File: src/rtl/srcout_select_pipe.sv
// Source-operand select stage: returns the requested channel's value, waiting
// (bounded by MAX_WAIT) while that channel is still busy.
module srcout_select_pipe #(
  parameter int WIDTH    = 32,
  parameter int NSRC     = 6,
  parameter int SELW     = 3,
  parameter int MAX_WAIT = 64
) (
  input  logic                  clk,
  input  logic                  reset,
  input  logic [NSRC*WIDTH-1:0] in_data,
  input  logic [NSRC-1:0]       src_busy,
  input  logic [SELW-1:0]       sel,
  input  logic                  in_valid,
  input  logic                  flush,
  output logic                  in_ready,
  output logic [WIDTH-1:0]      out_data,
  output logic                  out_valid,
  output logic                  err_sel,
  output logic                  err_timeout,
  output logic                  dbg_state_o
);

  // Handshake: a request transfers on a rising edge where in_valid && in_ready;
  // in_ready is high exactly in IDLE, and in_valid outside IDLE is ignored.

  typedef enum logic {
    S_IDLE = 1'b0,
    S_WAIT = 1'b1
  } state_e;

  state_e           state_q;
  logic [SELW-1:0]  sel_q;
  logic [7:0]       cnt_q;
  logic [WIDTH-1:0] out_data_q;
  logic             out_valid_q;
  logic             err_sel_q;
  logic             err_timeout_q;

  logic [31:0]      sel_ext;
  logic             sel_oob;
  logic [WIDTH-1:0] req_data;
  logic             req_busy;
  logic [WIDTH-1:0] wait_data;
  logic             wait_busy;

  function automatic logic [WIDTH-1:0] pick_data(input logic [SELW-1:0] s,
                                                 input logic [NSRC*WIDTH-1:0] d);
    pick_data = '0;
    for (int k = 0; k < NSRC; k++) begin
      if (s == SELW'(k)) pick_data = d[k*WIDTH +: WIDTH];
    end
  endfunction

  function automatic logic pick_busy(input logic [SELW-1:0] s,
                                     input logic [NSRC-1:0] b);
    pick_busy = 1'b0;
    for (int k = 0; k < NSRC; k++) begin
      if (s == SELW'(k)) pick_busy = b[k];
    end
  endfunction

  always_comb begin
    sel_ext   = 32'(sel);
    sel_oob   = (sel_ext >= 32'(NSRC));
    req_data  = pick_data(sel, in_data);
    req_busy  = pick_busy(sel, src_busy);
    wait_data = pick_data(sel_q, in_data);
    wait_busy = pick_busy(sel_q, src_busy);
  end

  always_ff @(posedge clk or negedge reset) begin
    if (!reset) begin
      state_q       <= S_IDLE;
      sel_q         <= '0;
      cnt_q         <= '0;
      out_data_q    <= '0;
      out_valid_q   <= 1'b0;
      err_sel_q     <= 1'b0;
      err_timeout_q <= 1'b0;
    end else begin
      out_valid_q   <= 1'b0;
      err_sel_q     <= 1'b0;
      err_timeout_q <= 1'b0;
      if (flush) begin
        state_q <= S_IDLE;
        cnt_q   <= '0;
      end else begin
        case (state_q)
          S_IDLE: begin
            if (in_valid) begin
              if (sel_oob) begin
                out_data_q  <= '0;
                out_valid_q <= 1'b1;
                err_sel_q   <= 1'b1;
              end else if (!req_busy) begin
                out_data_q  <= req_data;
                out_valid_q <= 1'b1;
              end else begin
                sel_q   <= sel;
                cnt_q   <= '0;
                state_q <= S_WAIT;
              end
            end
          end
          S_WAIT: begin
            // A busy drop on the limit edge still counts as a capture.
            if (!wait_busy) begin
              out_data_q  <= wait_data;
              out_valid_q <= 1'b1;
              cnt_q       <= '0;
              state_q     <= S_IDLE;
            end else if (cnt_q == 8'(MAX_WAIT - 1)) begin
              out_data_q    <= '0;
              out_valid_q   <= 1'b1;
              err_timeout_q <= 1'b1;
              cnt_q         <= '0;
              state_q       <= S_IDLE;
            end else begin
              cnt_q <= cnt_q + 8'd1;
            end
          end
          default: state_q <= S_IDLE;
        endcase
      end
    end
  end

  assign in_ready    = (state_q == S_IDLE);
  assign out_data    = out_data_q;
  assign out_valid   = out_valid_q;
  assign err_sel     = err_sel_q;
  assign err_timeout = err_timeout_q;
  assign dbg_state_o = state_q;

endmodule

File: config.mk
export PLATFORM = sky130hd
export DESIGN_NAME = srcout_select_pipe
export DESIGN_NICKNAME = d
export VERILOG_FILES = /design/src/rtl/srcout_select_pipe.sv
export SDC_FILE = /design/constraint.sdc
export NUM_CORES = 1
export LEC_CHECK = 0
export ABC_AREA = 1
export CORE_ASPECT_RATIO = 0.6
export CORE_MARGIN = 2
export CORE_UTILIZATION = 35
export CTS_CLUSTER_SIZE = 20
export DETAILED_ROUTE_END_ITERATION = 12
export GPL_ROUTABILITY_DRIVEN = 0
export PLACE_DENSITY = 0.71
export SLEW_MARGIN = 20
export SYNTH_ARGS = -nofsm -noshare
export SYNTH_HDL_FRONTEND = slang
export SYNTH_SLANG_ARGS = --single-unit
File: constraint.sdc
create_clock -name clk -period 1.8 [get_ports clk]
set_input_delay 0.45 -clock clk [delete_from_list [all_inputs] [get_ports clk]]
set_output_delay 0.45 -clock clk [all_outputs]
set_load 0.02 [all_outputs]
# Word level (Yosys, flattened, before mapping)
# Cells that the tools add are included.
[word_totals] reg_bits=47 in_bits=205 word_cells=92
[classes] add_sub_neg=1 n_lt_le_gt_ge=1 n_eq_ne=17 mux=58 bitwise_logic=3 reduce_logical=5
[op_table] operator="2-to-1 mux 32 bit" n=17
[op_table] operator="one-hot mux 32 bit (2 select lines)" n=1
[op_table] operator="2-to-1 mux 8 bit" n=6
[op_table] operator="2-to-1 mux 1 bit" n=31
[op_table] operator="one-hot mux 8 bit (2 select lines)" n=1
[op_table] operator="equality test 3 x 2 -> 1 bit (second input constant)" n=4
[op_table] operator="equality test 3 bit (second input constant)" n=4
[op_table] operator="inequality test 3 bit (second input constant)" n=3
[op_table] operator="adder 8 x 1 -> 8 bit (second input constant)" n=1
[op_table] operator="equality test 8 x 6 -> 1 bit (second input constant)" n=1
[op_table] operator="equality test 3 x 1 -> 1 bit (second input constant)" n=2
[op_table] operator="zero test 3 bit" n=2
[op_table] operator="inequality test 3 x 2 -> 1 bit (second input constant)" n=2
[op_table] operator="AND reduction 5 bit" n=1
[op_table] operator="one-hot mux 1 bit (2 select lines)" n=2
[op_table] operator="AND reduction 4 bit" n=1
[op_table] operator="greater-or-equal comparator 3 bit (second input constant)" n=1
[op_table] operator="NOT 1 bit" n=3
[op_table] operator="AND reduction 3 bit" n=1
[op_table] operator="inequality test 2 bit (second input constant)" n=1

# Logic depth before layout (Yosys ltp)
# Gate-level depths: netlist of the first run.
[depth] word_depth=12 depth_mapped=15 depth_no_buf=13

# Least setup slack after synthesis of the first run
# Ideal clock, no wire load.
[synth_path] kind="input-to-reg" start="input port sel[0]" end="register out_data_q[7] (netlist: out_data[7])" setup_time_ns=0.117 arrival_ns=1.659 path_slack_ns=0.024 stages=15 cell_sequence="buf_2 -> nand2_1 -> nor2_1 -> nand2_1 -> nand2_1 -> nor2_1 -> nand2_1 -> nand2_1 -> nand2_1 -> nand2_1 -> nand2_2 -> inv_2 -> buf_4 -> nand2_1 -> nand2_1"
[synth_via] elab_chain_cells=11 word_cells_on_any_way=25
[synth_lines] element="start: declaration" line="13" source="input logic [SELW-1:0] sel,"
[synth_lines] element="zero test 3 bit" line="51, 59"
[synth_lines] element="2-to-1 mux 32 bit (6 in a row)" line="51" source="if (s == SELW'(k)) pick_data = d[k*WIDTH +: WIDTH];"
[synth_lines] element="2-to-1 mux 32 bit" line="96" source="end else if (!req_busy) begin"
[synth_lines] element="2-to-1 mux 32 bit" line="92" source="if (sel_oob) begin"
[synth_lines] element="2-to-1 mux 32 bit" line="91" source="if (in_valid) begin"
[synth_lines] element="one-hot mux 32 bit (2 select lines)" line="89" source="case (state_q)"
[synth_lines] element="end signal: assignment" line="97" source="out_data_q <= req_data;"
[synth_lines] element="end signal: assignment" line="109" source="out_data_q <= wait_data;"
[synth_lines] element="end: declaration" line="35" source="logic [WIDTH-1:0] out_data_q;"
# Several ways; a longest one is shown, not always the timed one. The select of a mux whose other input is x is not followed.
# A chain may end at the register's enable or synchronous reset.

# Worst setup path after layout of the first run
[layout_path] start="register sel_q[1]" end="register out_data_q[27] (netlist: out_data[27])"
[layout_via] elab_chain_cells=9 word_cells_on_any_way=22
[layout_lines] element="start: declaration" line="33" source="logic [SELW-1:0] sel_q;"
[layout_lines] element="start signal: assignment" line="100" source="sel_q <= sel;"
[layout_lines] element="zero test 3 bit" line="51, 59"
[layout_lines] element="2-to-1 mux 1 bit / 2-to-1 mux 32 bit (equally long branches) (6 in a row)" line="59, 51"
[layout_lines] element="inequality test 3 x 2 -> 1 bit (no line) / 2-to-1 mux 32 bit (equally long branches)"
[layout_lines] element="AND reduction 4 bit (no line) / one-hot mux 32 bit (2 select lines) (equally long branches)"
# Several ways; a longest one is shown, not always the timed one.

==> impl_metrics.env, run 1 <==
export IMPL_clkTransAtPathRegs_ns=0.07
export IMPL_grt_use_total=0.3151
export IMPL_synth_area_per_cell_sq_um=5.373
export IMPL_critPathRequiredTime_ns=2.00
export IMPL_regToRegStartpoint="sel_q[1]"
export IMPL_ys_types=27
export IMPL_ff2ff_path_depth=12
export IMPL_slowest_delay_ns=0.46
export IMPL_pre_cts_ws_ns=-0.5808
export IMPL_cts_max_path_buffers=2
export IMPL_yosysSeqAreaShare=0.2063
export IMPL_cp_startpoint="sel_q[1]"
export IMPL_n_antenna_cell=0
export IMPL_drive_above_1_share=0.09636
export IMPL_finalWorstSetupSlack_ns=-0.05563
export IMPL_maxSlewHeadroom=0.7143
export IMPL_portBuffers=241
export IMPL_outcome="finished, violations left"
export IMPL_crit_family="simple AND/OR/NAND/NOR gates"
export IMPL_mostFrequentLayoutCells="332 x nand2_1, 228 x clkdlybuf4s50_1, 115 x inv_1"
export IMPL_cts_tree="built"
export IMPL_worst_path_stages=12
export IMPL_finalSetupViolations=35
export IMPL_violations="DRC, setup timing"
export IMPL_power_leakage_nw=4.392
export IMPL_fmax_mhz=538.9
export IMPL_clk_latency_ns=0.30
export IMPL_synth_seq_cells=47
export IMPL_holdWs_ns=0.1273
export IMPL_htree_levels=2
export IMPL_slowest_stage="dfrtp_2"
export IMPL_synth_yosys_warnings=0
export IMPL_critPathBufInv=3
export IMPL_final_setup_tns_ns=-1.004
export IMPL_fp_dieH_um=102.9
export IMPL_grt_pass1_wl_um=42650
export IMPL_ys_top_cells_by_area="nand2_1 22%, dfrtp_1 21%, o21ai_0 9.6%"
export IMPL_dp_hpwl_um=20200
export IMPL_vias=8412
export IMPL_chipWidth_um=168.8
export IMPL_period_share=1.031
export IMPL_min_period_ns=1.856
export IMPL_finalPower_mw=7.070
export IMPL_clkSinkCount=47
export IMPL_antenna_found_initial=1
export IMPL_n_fill_cell=1522
export IMPL_ant_nets=0
export IMPL_end_kind="register"
export IMPL_hold_violations=0
export IMPL_cap_violations=0
export IMPL_skew_ns=0.005397
export IMPL_overflow=0
export IMPL_worstPathCellList="buf_6, nor2_4, nand3_2, nand2_2, nor2_2, nand4_1, nand3_2, nand2_4, inv_6, clkbuf_16, nand2_1, nand2_1"
export IMPL_synth_top_area_share=0.2226
export IMPL_drt_wirelength_per_cell_um=18.65
export IMPL_hp_class="in -> async"
export IMPL_core_sq_um=16080
export IMPL_drc=1
export IMPL_final_nets=1523
export IMPL_post_dp_cell_area_sq_um=8831
export IMPL_vias_per_cell=5.509
export IMPL_drt_first_iter_violations=1162
export IMPL_vdd_drop_max_uv=352.6
export IMPL_synthCells=1061
export IMPL_grt_start_max_net_pins=48
export IMPL_drt_wl_total_um=28490
export IMPL_firstDrtPassIters=10
export IMPL_grt_pass1_vias=8002
export IMPL_tightest_slew_ns=0.4285
export IMPL_cp_start_kind="register"
export IMPL_crit_arrival_ns=2.06
export IMPL_syn_num_nets=1267
export IMPL_rows=36
export IMPL_start_util=0.3545
export IMPL_criticalPathCategory="reg -> reg"
export IMPL_numCtsBuffers=5
export IMPL_yosysTopAreaCell="nand2_1"
export IMPL_power_density_nw_per_um2=758.2
export IMPL_final_common_cell="nand2_1"
export IMPL_multi_input_area_sq_um=3880
export IMPL_syn_area_sq_um=5700
export IMPL_stdcell_area_sq_um=9325
export IMPL_cts_root_buf="clkbuf_16"
export IMPL_worst_path_max_fanout=6
export IMPL_area_delta_synth_final_pct=63.59
export IMPL_design_die_area_sq_um=17360
export IMPL_ios=242
export IMPL_seqCellArea_sq_um=1180
export IMPL_drv_slew=0
export IMPL_rsz0062_at_grt="yes"
## final cells by class
type                    instances  area share
clock buffers                   5     0.01342
clock inverters                 3    0.007245
inverters                     121     0.04978
multi-input cells             819      0.4161
flip-flops and latches         47      0.1265
well taps                     209     0.02804
repair buffers                323      0.3589
## what timing repair did
| item | CTS | global route |
|---|---|---|
| gates resized for setup | 15 | 38 |
| setup buffers | 0 | 2 |
| pin swaps | 2 | 13 |
| hold buffers | 0 | 0 |
| endpoints found under the setup margin | 49 | 49 |
| cloned | 0 | 6 |
## routing by layer
metal,vias up,share of wire,global-route usage
li1,3957,-,-
met1,3742,0.42,0.4273
met2,625,0.42,0.5079
met3,86,0.14,0.06871
met4,2,0.023,0.09549
met5,-,0.00053,0
## kinds of logic (layout without fill, tap and decap cells)
logic type / Yosys count / in the layout / share of synthesized area
compound gates: 214 / 214 / 0.2061
xor+xnor: 5 / 5 / 0.007682
fa+ha+maj: 1 / 1 / 0.002195
buf+inv: 195 / 452 / 0.1352
flops: 47 / 47 / 0.2063
simple gates: 599 / 599 / 0.4425
## cells in the mapped netlist
library cell and instances:
xor2_1 4, nor3_2 2, nand2_1 338, o21bai_1 18, nor2_1 107, inv_1 115
inv_2 6, clkbuf_1 39, xnor2_1 1, nand3_2 2, buf_4 4, buf_1 12
buf_2 19, o21ai_1 3, o211ai_1 13, nand4_1 40, ha_1 1, nand2_2 2
nor2_4 1, a211oi_1 9, o21ai_0 109, nand3b_1 1, o2111ai_1 1, nand3_1 103
nor3_1 3, dfrtp_1 47, a21oi_1 61
## stage by stage
stage	utilization	std cells
after global routing	0.5799	1527
final	0.5799	1527
after floorplan	-	1061
after global placement	0.5492	1511
after detailed placement	0.5492	1511
after CTS	0.5622	1519
## flip-flops by register name (all words and copies together) (netlist names)
name / cells
out_data: 32
out_valid: 1
err_sel: 1
dbg_state_o: 1
err_timeout: 1
sel_q: 3
cnt_q: 8
## worst paths after layout
check | endpoint | slack [ns]
max | out_data[27] | -0.06
min | out_data[23] | 0.13
max reg2reg | out_data[27] | -0.06
min reg2reg | cnt_q[7] | 0.49
max in group asynchronous | sel_q[0] | 1.40
min in group clk | cnt_q[7] | 0.49
## report_power, final
part	internal, mW	switching, mW
Combinational	1.91	2.44
Sequential	1.26	0.183
Clock	0.798	0.473
Total	3.97	3.10
(Power assumes the default switching activity.)
==> run 2, diff against run 1 <==
--- a/config.mk
+++ b/config.mk
@@ -6,6 +6,7 @@
 export NUM_CORES = 1
 export LEC_CHECK = 0
 export ABC_AREA = 1
+export ABC_CLOCK_PERIOD_IN_PS = 1800
 export CORE_ASPECT_RATIO = 0.6
 export CORE_MARGIN = 2
 export CORE_UTILIZATION = 35
==> results of run 2 <==
Same layout as run 1: the final DEF is identical, and so are final timing and power.
